## src/rtl/i2c_target_adxl357_emu.sv

```systemverilog
// i2c_target_adxl357_emu: I2C target that mimics the ADXL355/357 register file.
// Ports: i_clk/i_rst sync reset; i_scl/i_sda pads, o_sda_oe pulls SDA low;
// i_accx/y/z, i_temp sample inputs; o_range/o_power_ctl writable regs;
// o_busy while addressed; o_drdy pulse only when ADXL_EMU_DRDY_EN is defined.
module i2c_target_adxl357_emu #(
  parameter logic [6:0] DEV_ADDR = 7'h1D,
  parameter int         DRDY_DIV = 12500
) (
  input  logic        i_clk,
  input  logic        i_rst,
  input  logic        i_scl,
  input  logic        i_sda,
  output logic        o_sda_oe,
  input  logic [19:0] i_accx,
  input  logic [19:0] i_accy,
  input  logic [19:0] i_accz,
  input  logic [11:0] i_temp,
  output logic [7:0]  o_range,
  output logic [7:0]  o_power_ctl,
  output logic        o_busy,
  output logic        o_drdy
);
  typedef enum logic [3:0] {
    S_IDLE, S_ADDR, S_ADDR_ACK, S_PTR, S_PTR_ACK,
    S_WDATA, S_WDATA_ACK, S_RDATA, S_RDATA_ACK
  } state_e;

  state_e      state_q, state_d;
  logic [2:0]  scl_q, scl_d, sda_q, sda_d;
  logic [3:0]  cnt_q, cnt_d;
  logic [7:0]  sh_q, sh_d, ptr_q, ptr_d;
  logic        rw_q, rw_d, oe_q, oe_d, busy_q, busy_d;
  logic [7:0]  range_q, range_d, pctl_q, pctl_d;
  logic [19:0] x_q, x_d, y_q, y_d, z_q, z_d;
  logic [11:0] t_q, t_d;
  logic        sda_s, scl_rise, scl_fall, start, stop, byte_end;
  logic [7:0]  sh_in, rd_byte;

  // [0],[1] synchronise, [2] is history for edge detection
  assign scl_d    = {scl_q[1:0], i_scl};
  assign sda_d    = {sda_q[1:0], i_sda};
  assign sda_s    = sda_q[1];
  assign scl_rise = scl_q[1] & ~scl_q[2];
  assign scl_fall = ~scl_q[1] & scl_q[2];
  assign start    = scl_q[1] & scl_q[2] & sda_q[2] & ~sda_q[1];
  assign stop     = scl_q[1] & scl_q[2] & ~sda_q[2] & sda_q[1];
  assign sh_in    = {sh_q[6:0], sda_s};
  assign byte_end = scl_fall & (cnt_q == 4'd8);

  always_comb begin
    rd_byte = 8'h00;
    case (ptr_q)
      8'h00: rd_byte = 8'hAD;
      8'h01: rd_byte = 8'h1D;
      8'h02: rd_byte = 8'hED;
      8'h03: rd_byte = 8'h01;
      8'h06: rd_byte = {4'h0, t_q[11:8]};
      8'h07: rd_byte = t_q[7:0];
      8'h08: rd_byte = x_q[19:12];
      8'h09: rd_byte = x_q[11:4];
      8'h0A: rd_byte = {x_q[3:0], 4'h0};
      8'h0B: rd_byte = y_q[19:12];
      8'h0C: rd_byte = y_q[11:4];
      8'h0D: rd_byte = {y_q[3:0], 4'h0};
      8'h0E: rd_byte = z_q[19:12];
      8'h0F: rd_byte = z_q[11:4];
      8'h10: rd_byte = {z_q[3:0], 4'h0};
      8'h2C: rd_byte = range_q;
      8'h2D: rd_byte = pctl_q;
      default: rd_byte = 8'h00;
    endcase
  end

  always_comb begin
    state_d = state_q;
    cnt_d   = cnt_q;
    sh_d    = sh_q;
    ptr_d   = ptr_q;
    rw_d    = rw_q;
    oe_d    = oe_q;
    busy_d  = busy_q;
    range_d = range_q;
    pctl_d  = pctl_q;
    x_d     = x_q;
    y_d     = y_q;
    z_d     = z_q;
    t_d     = t_q;
    if (start) begin
      state_d = S_ADDR;
      cnt_d   = 4'd0;
      oe_d    = 1'b0;
    end else if (stop) begin
      state_d = S_IDLE;
      oe_d    = 1'b0;
      busy_d  = 1'b0;
    end else begin
      unique case (state_q)
        S_ADDR, S_PTR, S_WDATA: begin
          if (scl_rise) begin
            sh_d  = sh_in;
            cnt_d = cnt_q + 4'd1;
          end else if (byte_end) begin
            oe_d    = 1'b1;
            state_d = state_e'(state_q + 4'd1);
            if (state_q == S_PTR) begin
              ptr_d = sh_q;
            end else if (state_q == S_WDATA) begin
              if (ptr_q == 8'h2C) range_d = sh_q;
              if (ptr_q == 8'h2D) pctl_d  = sh_q;
            end else if (sh_q[7:1] != DEV_ADDR) begin
              // Not ours: stay off the bus until the next START
              oe_d    = 1'b0;
              busy_d  = 1'b0;
              state_d = S_IDLE;
            end else begin
              busy_d = 1'b1;
              rw_d   = sh_q[0];
              if (sh_q[0]) begin
                x_d = i_accx;
                y_d = i_accy;
                z_d = i_accz;
                t_d = i_temp;
              end
            end
          end
        end
        S_ADDR_ACK: begin
          if (scl_fall) begin
            cnt_d = 4'd0;
            if (rw_q) begin
              oe_d    = ~rd_byte[7];
              state_d = S_RDATA;
            end else begin
              oe_d    = 1'b0;
              state_d = S_PTR;
            end
          end
        end
        S_PTR_ACK, S_WDATA_ACK: begin
          if (scl_fall) begin
            oe_d    = 1'b0;
            cnt_d   = 4'd0;
            state_d = S_WDATA;
            if (state_q == S_WDATA_ACK) ptr_d = ptr_q + 8'd1;
          end
        end
        S_RDATA: begin
          // ptr and snapshot are stable within a byte, so index rd_byte live
          if (scl_rise) begin
            cnt_d = cnt_q + 4'd1;
          end else if (byte_end) begin
            oe_d    = 1'b0;
            state_d = S_RDATA_ACK;
          end else if (scl_fall) begin
            oe_d = ~rd_byte[3'd7 - cnt_q[2:0]];
          end
        end
        S_RDATA_ACK: begin
          if (scl_rise) begin
            if (!sda_s) begin
              ptr_d   = ptr_q + 8'd1;
              cnt_d   = 4'd0;
              state_d = S_RDATA;
            end else begin
              busy_d  = 1'b0;
              state_d = S_IDLE;
            end
          end
        end
        default: state_d = S_IDLE;
      endcase
    end
  end

  always_ff @(posedge i_clk) begin
    if (i_rst) begin
      state_q <= S_IDLE;
      scl_q   <= 3'b111;
      sda_q   <= 3'b111;
      cnt_q   <= 4'd0;
      sh_q    <= 8'h00;
      ptr_q   <= 8'h00;
      rw_q    <= 1'b0;
      oe_q    <= 1'b0;
      busy_q  <= 1'b0;
      range_q <= 8'h81;
      pctl_q  <= 8'h01;
      x_q     <= 20'h0;
      y_q     <= 20'h0;
      z_q     <= 20'h0;
      t_q     <= 12'h0;
    end else begin
      state_q <= state_d;
      scl_q   <= scl_d;
      sda_q   <= sda_d;
      cnt_q   <= cnt_d;
      sh_q    <= sh_d;
      ptr_q   <= ptr_d;
      rw_q    <= rw_d;
      oe_q    <= oe_d;
      busy_q  <= busy_d;
      range_q <= range_d;
      pctl_q  <= pctl_d;
      x_q     <= x_d;
      y_q     <= y_d;
      z_q     <= z_d;
      t_q     <= t_d;
    end
  end

  assign o_sda_oe    = oe_q;
  assign o_busy      = busy_q;
  assign o_range     = range_q;
  assign o_power_ctl = pctl_q;

`ifdef ADXL_EMU_DRDY_EN
  localparam int CW = (DRDY_DIV > 2) ? $clog2(DRDY_DIV) : 1;
  logic [CW-1:0] div_q, div_d;
  logic          drdy_q, drdy_d;

  // Counter keeps running in standby; only the pulse is masked
  always_comb begin
    div_d  = div_q + CW'(1);
    drdy_d = 1'b0;
    if (div_q == CW'(DRDY_DIV - 1)) begin
      div_d  = '0;
      drdy_d = ~pctl_q[0];
    end
  end

  always_ff @(posedge i_clk) begin
    if (i_rst) begin
      div_q  <= '0;
      drdy_q <= 1'b0;
    end else begin
      div_q  <= div_d;
      drdy_q <= drdy_d;
    end
  end

  assign o_drdy = drdy_q;
`else
  // DRDY_DIV has no effect without the divider; output is constant 0
  assign o_drdy = 1'b0 & (DRDY_DIV != 0);
`endif
endmodule
```

## config.mk

```make
export PLATFORM = sky130hd
export DESIGN_NAME = i2c_target_adxl357_emu
export DESIGN_NICKNAME = d
export VERILOG_FILES = /design/src/rtl/i2c_target_adxl357_emu.sv
export SDC_FILE = /design/constraint.sdc
export NUM_CORES = 1
export LEC_CHECK = 0
export BUFFER_PORTS_ARGS = -buffer_cell sky130_fd_sc_hd__buf_2
export CAP_MARGIN = 20
export CORE_ASPECT_RATIO = 0.5
export CORE_MARGIN = 1
export CORE_UTILIZATION = 57
export DETAILED_ROUTE_END_ITERATION = 12
export GPL_TIMING_DRIVEN = 0
export PLACE_DENSITY = 0.81
export SKIP_CTS_REPAIR_TIMING = 1
export SLEW_MARGIN = 5
export SYNTH_ARGS = -nofsm -noshare
export SYNTH_HDL_FRONTEND = slang
export SYNTH_SLANG_ARGS = --single-unit
```

## constraint.sdc

```tcl
create_clock -name i_clk -period 3.4 [get_ports i_clk]
set_clock_uncertainty 0.2 [all_clocks]
set_input_delay 0.34 -clock i_clk [delete_from_list [all_inputs] [get_ports i_clk]]
set_output_delay 0.34 -clock i_clk [all_outputs]
set_load 0.02 [all_outputs]
```

==> results.toml <==
[flow_run]
drv_cap = 0

[drt]
drtIter0Drc = 831
post_drt_via_cell_ratio = 6.23
vias = 6722
wl_per_cell_um = 19.5
drc_errors = 0
routed_wl_um = 21100
ant_nets = 0
drt_first_pass_iters = 7

[timing]
hold_viol_final = 19
slew_headroom_pct = 45.2
fin_crit_ps = 3330
maxSlewViolCount = 0
min_period_over_period_pct = 98.0
holdWs_ps = -29.6
setup-tns-final_ps = 0
fmax_ghz = 0.300
setup_ws_ps = 69.1
rsz0062_at_grt = "no"
setup-violations-final = 0
tightest_slew_ps = 801

[clock_tree]
cts_inserted_buffers = 17
clk_pin_slew_worst_paths_ps = 60
clk_latency_ps = 420
cts_tree = "built"
htreeDepth = 4
cts_sinks = 121
cts_root_buf = "clkbuf_16"
clock_path_buffers = 2

[setup_path]
crit_chain = "ha_1 > clkbuf_1 > a221oi_1 > a2111oi_0 > o32ai_1 > o32a_1 > o311a_1"
arrival_ps = 3430
reg2reg_from = "ptr_q[0]"
end_kind = "flip-flop"
cp_slowest_stage_delay_ps = 770
worst_r2r_path_depth = 7
worst-path-buf-inv = 1
timing.rr.end = "o_sda_oe"
critPathLaunchType = "flip-flop"
cp_top_family = "compound AO/OA/AOI/OAI gates"
worstPathRequired_ps = 3500
worst_path_max_delay_cell = "a2111oi_0"
timing.reg2reg.setup_slack_ps = 70
critPathMaxFanout = 10
crit_type = "flip-flop to flip-flop"

[synth]
synth_warnings = 0
syn_area_mm2 = 0.00593
synth-edff-count = 0
ys_ff_latch = 121
ys_types = 66
yosysMostFrequentCell = "nand2_1"
synthesis.nets = 855
netlist_instances = 769
synthArstFlopShare_pct = 0
synth_common_cells = "nand2_1, dfxtp_1, a21oi_1, nor2_1, nand3_1"
synth_area_leaders = "dfxtp_1, nand2_1, a21oi_1"
postSynthAreaPerCell_um2 = 7.71
synth_flop_cell = "dfxtp_1"
synth_top_cell_area_share_pct = 40.9
synth_top_area_cell = "dfxtp_1"
yosysSeqAreaShare_pct = 40.9

[placed_design]
dp_hpwl_um = 13900
gp_congestion = 0.950
place_area_mm2 = 0.00656
post-place-ws_ps = 360
portBuffers = 92

[die]
dieArea_mm2 = 0.0108
std_cell_rows = 25
io_pins = 95
die_w_um = 146
dieHeight_um = 74.1
coreArea_mm2 = 0.00976
floorplan.initialDensity_pct = 60.8

[global_route]
grtUsageTotal_pct = 36.1
antenna_found_initial = 0
overflow = 0
grt_pass1_wl_um = 29800
grt_pass1_vias = 5746
grt_max_degree = 17

[hold_path]
min_path_type = "primary input to flip-flop"
holdPathEnd = "x_q[16]"
hold_depth = 3
worst_hold_startpoint = "i_accx[16]"

[outcome]
violations = "hold timing"
outcome = "complete, but fails checks"

[final_layout]
area_growth_pct = 28.8
design_area_mm2 = 0.00764
num_antenna_cells = 0
fin_nets = 1017
drive_gt1_share_pct = 18.3

[power_and_ir_drop]
peakVddDrop_mv = 0.281
power_density_mw_per_mm2 = 475
leakage_nw = 2.80
-- sequential cells by signal (all words and copies together), names as in the netlist --
signal       flops
cnt_q            4
o_busy           1
o_power_ctl      8
o_range          8
o_sda_oe         1
ptr_q            8
rw_q             1
scl_q            3
sda_q            3
sh_q             8
state_q          4
t_q             12
x_q             20
y_q             20
z_q             20
-- where the power goes --
group	leakage (nW)	internal (mW)	switching, mW
clock	0.271	1.02	0.735
sequential	0.976	1.43	0.0190
combinational	1.55	0.170	0.248
total	2.80	2.63	1.00
-- placed cells by master, fill, tap and decap left out, types with 6 or more instances in the layout --
cell type and instances:
nand2_1 186, dfxtp_1 121, a21oi_1 116, buf_2 114
dlygate4sd3_1 51, nor2_1 36, nand3_1 32, clkbuf_1 31
o21ai_0 22, clkbuf_16 17, inv_1 13, a22oi_1 13
or2_2 11, ha_1 10, a22o_1 9, nor2b_1 8
mux2i_1 8, nor3_1 7, o2111ai_1 7, nand2b_1 6
or3_1 6, and3_1 6, a221oi_1 6, inv_6 6
-- through the flow --
stage / instances / power (mW) / util (%)
finish: 1079 / 3.63 / 78.3
floorplan: 769 / 1.71 / -
global placement: 996 / 1.83 / 67.2
CTS: 1028 / 3.55 / 73.0
detailed placement: 996 / 1.84 / 67.2
global route: 1079 / 3.71 / 78.3
-- layer usage --
layer	global-route usage [%]	up-vias	part of all wire, %
li1	-	3042	-
met2	56.5	476	44
met1	48.8	3160	42
met3	9.82	44	12
met5	0	-	0
met4	11.8	0	1.9
-- cell families (layout without fill, tap and decap cells) --
family                     Yosys count  count (layout)  synth area share (%)
and+or+nand+nor                    321             321                  24.2
AOI/OAI and AO/OA                  232             232                  25.1
DFF                                121             121                  40.9
buffers and inverters               70             245                  5.34
muxes                               11              11                  1.92
adders and majority gates           10              10                  2.11
xor gates and xnor gates             3               3                 0.443
other                                1               1                0.0632
-- worst max-delay path by stage --
stage,from,endpoint,slack (ps),cells past startpoint
6_report,ptr_q[0],o_sda_oe,70,7
5_1_grt,ptr_q[0],o_sda_oe,170,7
4_1_cts,ptr_q[0],o_sda_oe,310,7
3_5_place_dp,ptr_q[0],o_sda_oe,360,7
3_3_place_gp,ptr_q[0],o_sda_oe,330,7
2_1_floorplan,ptr_q[0],o_sda_oe,1010,9
-- cell type report --
class | instances | area [um^2]
buffer | 57 | 268
clock buffer | 18 | 429
clock inverter | 14 | 139
fill | 723 | 2120
inverter | 13 | 48.8
multi-input combinational | 578 | 3190
sequential | 121 | 2420
tap | 135 | 169
timing repair buffer | 143 | 971
-- tightest hold or removal path, stage by stage --
cell	delay, ps
buf_2	90
nand2_1	50
a21oi_1	60
(Power assumes the default switching activity.)
